[config.mk]
export PLATFORM = sky130hd
export DESIGN_NAME = mul8u_share_sched
export DESIGN_NICKNAME = d
export VERILOG_FILES = /design/src/rtl/mul8u_sched_pkg.sv /design/src/rtl/mul8u_rr_arb.sv /design/src/rtl/mul8u_share_sched.sv
export SDC_FILE = /design/constraint.sdc
export NUM_CORES = 1
export LEC_CHECK = 0
export BUFFER_PORTS_ARGS = -buffer_cell sky130_fd_sc_hd__buf_2
export CORE_UTILIZATION = 47
export DETAILED_ROUTE_END_ITERATION = 8
export GPL_ROUTABILITY_DRIVEN = 0
export PLACE_DENSITY = 0.86
export SETUP_SLACK_MARGIN = 0.5
export SKIP_CTS_REPAIR_TIMING = 1
export SYNTH_ARGS = -nofsm -noshare
export SYNTH_HDL_FRONTEND = slang
export SYNTH_SLANG_ARGS = --single-unit
[constraint.sdc]
create_clock -name clk -period 4.75 [get_ports clk]
set_clock_uncertainty 0.2 [all_clocks]
set_input_delay 0.7125 -clock clk [delete_from_list [all_inputs] [get_ports clk]]
set_output_delay 0.7125 -clock clk [all_outputs]
set_load 0.01 [all_outputs]
[src/rtl/mul8u_sched_pkg.sv]
// Shared types and the round-robin pick helper for the 8x8 multiplier sharing scheduler.
package mul8u_sched_pkg;

  localparam int OPW    = 8;
  localparam int PRW    = 16;
  localparam int MAXREQ = 8;

  typedef logic [OPW-1:0] op_t;
  typedef logic [PRW-1:0] prod_t;

  typedef struct packed {
    logic       found;
    logic [2:0] idx;
  } rr_pick_t;

  // First asserted valid at or after ptr, wrapping modulo nreq (ptr < nreq <= MAXREQ).
  function automatic rr_pick_t rr_pick(input logic [MAXREQ-1:0] valid,
                                       input logic [2:0]        ptr,
                                       input int unsigned       nreq);
    rr_pick_t   r;
    logic [3:0] cand;
    r = '0;
    // Scan from the far end so the candidate closest to ptr is written last.
    for (int k = MAXREQ - 1; k >= 0; k--) begin
      cand = 4'(ptr) + 4'(k);
      if (cand >= 4'(nreq)) cand = cand - 4'(nreq);
      if ((k < int'(nreq)) && valid[cand[2:0]]) begin
        r.found = 1'b1;
        r.idx   = cand[2:0];
      end
    end
    return r;
  endfunction

endpackage

[src/rtl/mul8u_rr_arb.sv]
// Round-robin grant over NREQ requesters; the pointer moves past the winner only on accept.
module mul8u_rr_arb
  import mul8u_sched_pkg::*;
#(
  parameter int NREQ = 4,
  parameter int IDW  = 2
) (
  input  logic            clk,
  input  logic            rst_n,
  input  logic [NREQ-1:0] req_valid,
  input  logic            s1_adv,
  output logic [NREQ-1:0] req_ready,
  output logic            accept,
  output logic [IDW-1:0]  grant_id
);

  if (IDW != $clog2(NREQ)) begin : g_bad_idw
    $error("IDW must equal clog2(NREQ)");
  end

  logic [IDW-1:0] rr_ptr_q, rr_ptr_d;
  rr_pick_t       pick;

  always_comb begin
    pick      = rr_pick(8'(req_valid), 3'(rr_ptr_q), NREQ);
    grant_id  = IDW'(pick.idx);
    accept    = pick.found & s1_adv;
    req_ready = '0;
    if (accept) req_ready[grant_id] = 1'b1;
    rr_ptr_d = rr_ptr_q;
    if (accept) rr_ptr_d = (grant_id == IDW'(NREQ - 1)) ? '0 : grant_id + 1'b1;
  end

  always_ff @(posedge clk or negedge rst_n) begin
    if (!rst_n) rr_ptr_q <= '0;
    else        rr_ptr_q <= rr_ptr_d;
  end

endmodule

[src/rtl/mul8u_share_sched.sv]
// Time-shares one external combinational 8x8 multiplier among NREQ requesters with ID-tagged results.
// Optional error monitor (exact vs. core product) enabled by MUL8U_SCHED_ERRMON_EN.
module mul8u_share_sched
  import mul8u_sched_pkg::*;
#(
  parameter int NREQ = 4,
  parameter int IDW  = 2
) (
  input  logic                clk,
  input  logic                rst_n,
  input  logic [NREQ-1:0]     req_valid,
  output logic [NREQ-1:0]     req_ready,
  input  logic [NREQ*OPW-1:0] req_a,
  input  logic [NREQ*OPW-1:0] req_b,
  output logic [OPW-1:0]      mul_a,
  output logic [OPW-1:0]      mul_b,
  input  logic [PRW-1:0]      mul_o,
  output logic                res_valid,
  input  logic                res_ready,
  output logic [PRW-1:0]      res_data,
  output logic [IDW-1:0]      res_id,
  output logic                busy
`ifdef MUL8U_SCHED_ERRMON_EN
  ,
  output logic [PRW-1:0]      err_abs,
  output logic [31:0]         err_acc,
  output logic [31:0]         err_cnt
`endif
);

  logic           s1_valid_q, s1_valid_d;
  op_t            s1_a_q, s1_a_d, s1_b_q, s1_b_d;
  logic [IDW-1:0] s1_id_q, s1_id_d;
  logic           res_valid_q, res_valid_d;
  prod_t          res_data_q, res_data_d;
  logic [IDW-1:0] res_id_q, res_id_d;

  logic           s2_adv, s1_adv, accept;
  logic [IDW-1:0] grant_id;

  assign s2_adv = !res_valid_q | res_ready;
  assign s1_adv = !s1_valid_q | s2_adv;

  mul8u_rr_arb #(.NREQ(NREQ), .IDW(IDW)) u_arb (
    .clk       (clk),
    .rst_n     (rst_n),
    .req_valid (req_valid),
    .s1_adv    (s1_adv),
    .req_ready (req_ready),
    .accept    (accept),
    .grant_id  (grant_id)
  );

  always_comb begin
    s1_valid_d = s1_valid_q;
    s1_a_d     = s1_a_q;
    s1_b_d     = s1_b_q;
    s1_id_d    = s1_id_q;
    if (s1_adv) s1_valid_d = accept;
    if (accept) begin
      s1_a_d  = req_a[grant_id*OPW +: OPW];
      s1_b_d  = req_b[grant_id*OPW +: OPW];
      s1_id_d = grant_id;
    end
  end

  always_comb begin
    res_valid_d = res_valid_q;
    res_data_d  = res_data_q;
    res_id_d    = res_id_q;
    if (s2_adv) res_valid_d = s1_valid_q;
    if (s2_adv && s1_valid_q) begin
      res_data_d = mul_o;
      res_id_d   = s1_id_q;
    end
  end

  always_ff @(posedge clk or negedge rst_n) begin
    if (!rst_n) begin
      s1_valid_q  <= 1'b0;
      s1_a_q      <= '0;
      s1_b_q      <= '0;
      s1_id_q     <= '0;
      res_valid_q <= 1'b0;
      res_data_q  <= '0;
      res_id_q    <= '0;
    end else begin
      s1_valid_q  <= s1_valid_d;
      s1_a_q      <= s1_a_d;
      s1_b_q      <= s1_b_d;
      s1_id_q     <= s1_id_d;
      res_valid_q <= res_valid_d;
      res_data_q  <= res_data_d;
      res_id_q    <= res_id_d;
    end
  end

  assign mul_a     = s1_a_q;
  assign mul_b     = s1_b_q;
  assign res_valid = res_valid_q;
  assign res_data  = res_data_q;
  assign res_id    = res_id_q;
  assign busy      = s1_valid_q | res_valid_q;

`ifdef MUL8U_SCHED_ERRMON_EN
  prod_t       exact, err_abs_q, err_abs_d;
  logic [31:0] err_acc_q, err_acc_d, err_cnt_q, err_cnt_d;
  logic [32:0] acc_sum;

  always_comb begin
    exact     = PRW'(s1_a_q) * PRW'(s1_b_q);
    err_abs_d = err_abs_q;
    if (s2_adv && s1_valid_q)
      err_abs_d = (exact >= mul_o) ? exact - mul_o : mul_o - exact;
    acc_sum   = 33'(err_acc_q) + 33'(err_abs_q);
    err_acc_d = err_acc_q;
    err_cnt_d = err_cnt_q;
    // Accumulate only what the consumer actually takes.
    if (res_valid_q && res_ready) begin
      err_acc_d = acc_sum[32] ? '1 : acc_sum[31:0];
      if (err_abs_q != '0) err_cnt_d = err_cnt_q + 32'd1;
    end
  end

  always_ff @(posedge clk or negedge rst_n) begin
    if (!rst_n) begin
      err_abs_q <= '0;
      err_acc_q <= '0;
      err_cnt_q <= '0;
    end else begin
      err_abs_q <= err_abs_d;
      err_acc_q <= err_acc_d;
      err_cnt_q <= err_cnt_d;
    end
  end

  assign err_abs = err_abs_q;
  assign err_acc = err_acc_q;
  assign err_cnt = err_cnt_q;
`endif

endmodule

### After elaboration in Yosys (flattened, before gate mapping)

Cells that the tools add are included.
Widths: inputs -> output; s select.

| word-level totals | value |
|---|---|
| bits of input ports | 87 |
| logic and storage cells | 57 |
| output and inout port bits | 40 |
| bits in registers | 40 |

| cells by class | value |
|---|---|
| magnitude comparators | 10 |
| add/subtract/negate cells | 8 |
| equality and inequality tests | 1 |
| shift operators | 2 |
| multiplexer cells | 20 |
| bitwise logic cells | 4 |
| reductions and logical operators | 4 |

Operators by type and width:

| kind | count |
|---|---|
| $shiftx 32x6->8 | 2 |
| $mux 4 | 5 |
| $lt 3x4->1 const B | 4 |
| $bmux 1 s3 | 4 |
| $ge 4x3->1 const B | 3 |
| $mux 3 | 4 |
| $sub 3x3->3 const B | 3 |
| $add 2x2->3 const B | 2 |
| $mux 1 | 5 |
| $add 2x1->3 const B | 1 |
| $ge 2x3->1 const B | 1 |
| $lt 2x3->1 const B | 1 |
| $or 1x1->1 | 3 |
| $sub 2x3->3 const B | 1 |
| $add 2x1->2 const B | 1 |
| $demux 1 s2 | 1 |
| $eq 2x2->1 const B | 1 |
| $ge 2x1->1 const B | 1 |
| $logic_and 1x1->1 | 2 |
| $logic_not 1->1 | 2 |
| $mux 2 | 1 |
| $and 1x1->1 | 1 |

### Longest topological paths before layout

| depth | value |
|---|---|
| word-level depth | 14 |
| gate-level depth with buffers | 11 |

### Cells and area by module

From an unflattened synthesis, not the netlist that was laid out.

| second synthesis, totals | value |
|---|---|
| cells, all modules | 184 |
| area, all modules | 2190.9 um^2 |

By module, submodules not included:

| module | cells each | instances | area each (um^2) |
|---|---|---|---|
| mul8u_share_sched | 157 | 1 | 1926.8 |
| mul8u_rr_arb | 27 | 1 | 264.0 |

### Least setup slack after synthesis

OpenSTA, ideal clock, no wires.

| path | value |
|---|---|
| kind | input -> output |
| start point | input port req_valid[2] |
| end point | output port req_ready[3] |
| setup slack | 1.645 ns |
| arrival | 2.192 ns |
| cell stages on the path | 9 |
| required time | 3.838 ns |
| path buffers | 2 |
| cell sequence | mux4_2 -> a31oi_1 -> o2111ai_1 -> buf_6 -> buf_6 -> inv_2 -> ha_1 -> inv_1 -> nor2_1 |

| on the way | value |
|---|---|
| word-level cells in the longest chain between the ends | 11 |
| elaborated cells between the ends (all ways) | 19 |
| classes of those cells | order compare (2); mux (15); bitwise (1); reduce/logical (1) |

RTL lines:

| item | line | RTL |
|---|---|---|
| start, declared | mul8u_share_sched.sv:11 | `input logic [NREQ-1:0] req_valid,` |
| $bmux 1 s3 | mul8u_sched_pkg.sv:27 | `if ((k < int'(nreq)) && valid[cand[2:0]]) begin` |
| $mux 1 (not written as such) | mul8u_sched_pkg.sv:27 |  |
| $mux 4 (3 in a row) | mul8u_sched_pkg.sv:27 |  |
| $mux 4 * | mul8u_sched_pkg.sv:27 |  |
| $lt 2x3->1 (not written as such) / $ge 2x1->1 (equally long branches) | mul8u_rr_arb.sv:29 | `if (accept) req_ready[grant_id] = 1'b1;` |
| $logic_and 1x1->1 (not written as such) | mul8u_rr_arb.sv:29 |  |
| $mux 1 (not written as such) | mul8u_rr_arb.sv:29 |  |
| $demux 1 s2 | - |  |
| $mux 4 * | mul8u_rr_arb.sv:29 |  |
| end, declared | mul8u_share_sched.sv:12 | `output logic [NREQ-1:0] req_ready,` |

Mark *: on every way between the ends. The rest lies on a longest branch, timed or not. The select of a mux whose other input is x is not followed.

### Worst setup path after layout

| path | value |
|---|---|
| start point | register u_arb.rr_ptr_q[0] |
| end point | output port req_ready[3] |

| on the way | value |
|---|---|
| word-level cells in the longest chain between the ends | 14 |
| elaborated cells between the ends (all ways) | 34 |
| classes of those cells | add/sub (7); order compare (6); mux (19); bitwise (1); reduce/logical (1) |

RTL lines:

| item | line | RTL |
|---|---|---|
| start, declared | mul8u_rr_arb.sv:21 | `logic [IDW-1:0] rr_ptr_q, rr_ptr_d;` |
| start signal, assigned | mul8u_rr_arb.sv:36 | `else rr_ptr_q <= rr_ptr_d;` |
| $add 2x2->3 | mul8u_sched_pkg.sv:25 | `cand = 4'(ptr) + 4'(k);` |
| $ge 4x3->1 / $sub 3x3->3 (equally long branches) | mul8u_sched_pkg.sv:26 | `if (cand >= 4'(nreq)) cand = cand - 4'(nreq);` |
| $mux 3 | mul8u_sched_pkg.sv:26 |  |
| $bmux 1 s3 | mul8u_sched_pkg.sv:27 |  |
| $mux 1 (not written as such) | mul8u_sched_pkg.sv:27 |  |
| $mux 4 (3 in a row) | mul8u_sched_pkg.sv:27 |  |
| $mux 4 * | mul8u_sched_pkg.sv:27 |  |
| $lt 2x3->1 (not written as such) / $ge 2x1->1 (equally long branches) | mul8u_rr_arb.sv:29 |  |
| $logic_and 1x1->1 (not written as such) | mul8u_rr_arb.sv:29 |  |
| $mux 1 (not written as such) | mul8u_rr_arb.sv:29 |  |
| $demux 1 s2 | - |  |
| $mux 4 * | mul8u_rr_arb.sv:29 |  |

Marked as above.

==> impl_metrics.py <==
metrics = {
    "floorplanning": {
        "chipHeight_um": 69.00,
        "die_x_um": 69.00,
        "rows": 23,
        "io_pins": 127,
        "core_um2": 4144,
        "start_util_pct": 50.91,
        "die_area_um2": 4760,
    },
    "finish": {
        "nFillCells": 339,
        "register_area_um2": 1001,
        "num-nets-final": 397,
        "multi_input_comb_area_um2": 1031,
        "stdcell_count": 358,
        "postLayoutCellArea_um2": 2884,
        "layout-drive-gt1-share_pct": 51.95,
        "n_antenna_cell": 0,
        "area_growth_pct": 36.71,
    },
    "global_routing": {
        "grtUsageTotal_pct": 22.62,
        "overflow": 0,
        "grt_pass1_vias": 1663,
        "grt_max_degree": 41,
        "antenna_found_initial": 0,
        "grt_first_pass_wirelength_mm": 7.790,
    },
    "logic_synthesis": {
        "synth_commonest_cells": "dfrtp_1, mux2i_1, nand2_1",
        "synth_area_per_cell_um2": 11.53,
        "yosys.area.top_type": "dfrtp_1",
        "ys_seq_area_share_pct": 47.45,
        "syn-num-nets": 272,
        "ys_warn_count": 0,
        "synth.most_common_cell": "dfrtp_1",
        "synth_flop_cell": "dfrtp_1",
        "synth_top_area_share_pct": 47.45,
        "synth.area.top_cells": "dfrtp_1, mux2i_1, mux2_2",
        "yosysUniqueCellTypes": 28,
        "synth-edff-count": 0,
        "synthCells": 183,
        "synth_area_um2": 2110,
        "async_flop_share_pct": 100.0,
        "synth-seq-cells": 40,
    },
    "power_and_ir_drop": {
        "switching_share_pct": 37.03,
        "power_frac_seq_pct": 31.6,
        "p_per_area_nw_per_um2": 569.0,
        "combPwrFrac_pct": 48.7,
        "ir_worst_vdd_mv": 0.3253,
        "power_leakage_nw": 1.528,
        "clkPwrFrac_pct": 19.7,
        "power.switching_mw": 0.6077,
        "p_int_mw": 1.033,
    },
    "clocking": {
        "clk_path_buf_depth": 2,
        "clk_pin_slew_worst_paths_ns": 0.07,
        "cts.sinks": 40,
        "cts_root_buffer": "clkbuf_8",
        "cts-htree-levels": 2,
        "clk_latency_ns": 0.29,
        "cts_buffers": 5,
        "cts_tree": "done",
    },
    "route": {
        "route.met2.wl_mm": 2.628,
        "vias": 1857,
        "wl_per_cell_um": 14.25,
        "met3_length_um": 183,
        "highest_layer": "met4",
        "drt_pass1_iterations": 4,
        "wl_met1_mm": 2.214,
        "ant_nets": 0,
        "avgViaCountPerCell": 5.187,
        "drt-initial-drc-count": 58,
        "wirelength_mm": 5.100,
        "drc": 0,
    },
    "timing": {
        "hold_viol": 0,
        "max_freq_mhz": 280.8,
        "fin_ws_ns": 1.188,
        "period_minus_slack_ns": 3.562,
        "fin_crit_sh_pct": 74.98,
        "finalSetupViolations": 0,
        "whs_ns": 0.2861,
        "drv_slew": 0,
        "tightestPinTransition_ns": 0.8794,
        "setup_tns_ns": 0,
        "rsz0062_at_grt": "no",
        "slew_headroom_pct": 41.37,
    },
    "critical_path": {
        "cp_slowest_stage_delay_ns": 0.49,
        "critPathLaunchType": "register",
        "crit_top_cell": "ha_1",
        "cp.required_ns": 3.84,
        "critPathCaptureType": "primary output",
        "cp_max_fo": 11,
        "cp.arrival_ns": 2.65,
        "critPathKind": "reg -> out",
        "path_cells": "ha_1 > mux4_2 > a31oi_1 > o2111ai_4 > inv_2 > ha_1 > inv_1 > nor2_1 > buf_2",
        "crit_path_top_delay_cell": "dfrtp_1",
    },
    "placed_design": {
        "dpl.cell_count": 351,
        "hpwlAfterDp_mm": 3.848,
        "place_ws_ns": 1.374,
        "placed_area_um2": 2755,
        "io_buffers": 126,
    },
    "flow_run": {
        "cap_violations": 0,
    },
    "worst_hold_path": {
        "worst_hold_path_type": "reg -> reg",
    },
    "run_status": {
        "status": "finished, final reports clean",
    },
}
==> layer usage <==
metal | vias to the layer above | global-route usage [%]
met4 | 0 | 8.418
met2 | 54 | 37.01
met5 | - | 0
li1 | 914 | -
met1 | 882 | 29.83
met3 | 7 | 3.947
==> cell type report <==
cell class                 count  area share (%)
multi-input combinational    130           35.75
timing repair buffer         129           22.65
tap                           50           2.169
sequential                    40           34.71
inverter                       2          0.2603
clock inverter                 2           2.082
clock buffer                   5           2.386
==> stage by stage <==
stage | power (mW) | util [%]
6_report | 1.641 | 69.60
5_1_grt | 1.759 | 69.60
4_1_cts | 1.655 | 69.60
3_5_place_dp | 1.333 | 66.49
3_3_place_gp | 1.306 | 66.49
2_1_floorplan | 1.136 | -
==> power by group through the flow <==
stage,logic (mW),registers (mW),clock network (mW)
2_1_floorplan,0.584,0.552,0
3_3_place_gp,0.786,0.521,0
3_5_place_dp,0.810,0.522,0
4_1_cts,0.809,0.519,0.326
5_1_grt,0.878,0.536,0.345
6_report,0.799,0.519,0.323
==> cells by family after synthesis <==
kind of cell / count (synthesis) / synth area share, %
buffers and inverters: 13 / 4.507
flip-flops: 40 / 47.45
AO/OA/AOI/OAI: 27 / 10.38
AND/OR/NAND/NOR: 49 / 10.08
multiplexers: 52 / 26.39
adder cells (fa/ha/maj): 2 / 1.186
==> state kept, by name (all words and copies together), names as in the netlist <==
signal,flops
s1_id_q,2
u_arb.rr_ptr_q,2
mul_b,8
res_id,2
s1_valid_q,1
mul_a,8
res_data,16
res_valid,1
==> worst paths after layout <==
path | start | to | slack, ns | cells after the start
worst max register to register | u_arb.rr_ptr_q[0]$_DFFE_PN0P_ | mul_b[1]$_DFFE_PN0P_ | 1.89 | 7
max in group asynchronous | rst_n | mul_b[2]$_DFFE_PN0P_ | 3.46 | 1
worst max-delay path | u_arb.rr_ptr_q[0]$_DFFE_PN0P_ | req_ready[3] | 1.19 | 9
worst min register to register | mul_b[3]$_DFFE_PN0P_ | mul_b[3]$_DFFE_PN0P_ | 0.29 | 2
min in group asynchronous | rst_n | res_data[9]$_DFFE_PN0P_ | 0.33 | 1
worst min-delay path | mul_b[3]$_DFFE_PN0P_ | mul_b[3]$_DFFE_PN0P_ | 0.29 | 2
==> placed cells by master, fill, tap and decap left out, types with 2 or more instances in the layout <==
cell,count
o221ai_1,16
a31oi_1,2
dfrtp_1,40
clkbuf_8,5
mux2i_1,32
nand2_1,26
o21ai_0,3
nand2b_1,4
nand3b_1,2
bufinv_16,2
o21bai_1,2
ha_1,2
mux2_2,19
nor2_1,12
buf_4,3
buf_2,126
==> critical path, delay by kind of cell, from the launching register on <==
family	cells	cell delay, ns
AOI/OAI and AO/OA	2	0.51
adders and majority gates	2	0.60
buffers and inverters	3	0.33
DFF	1	0.49
muxes	1	0.33
and+or+nand+nor	1	0.10
(Power assumes the default switching activity.)
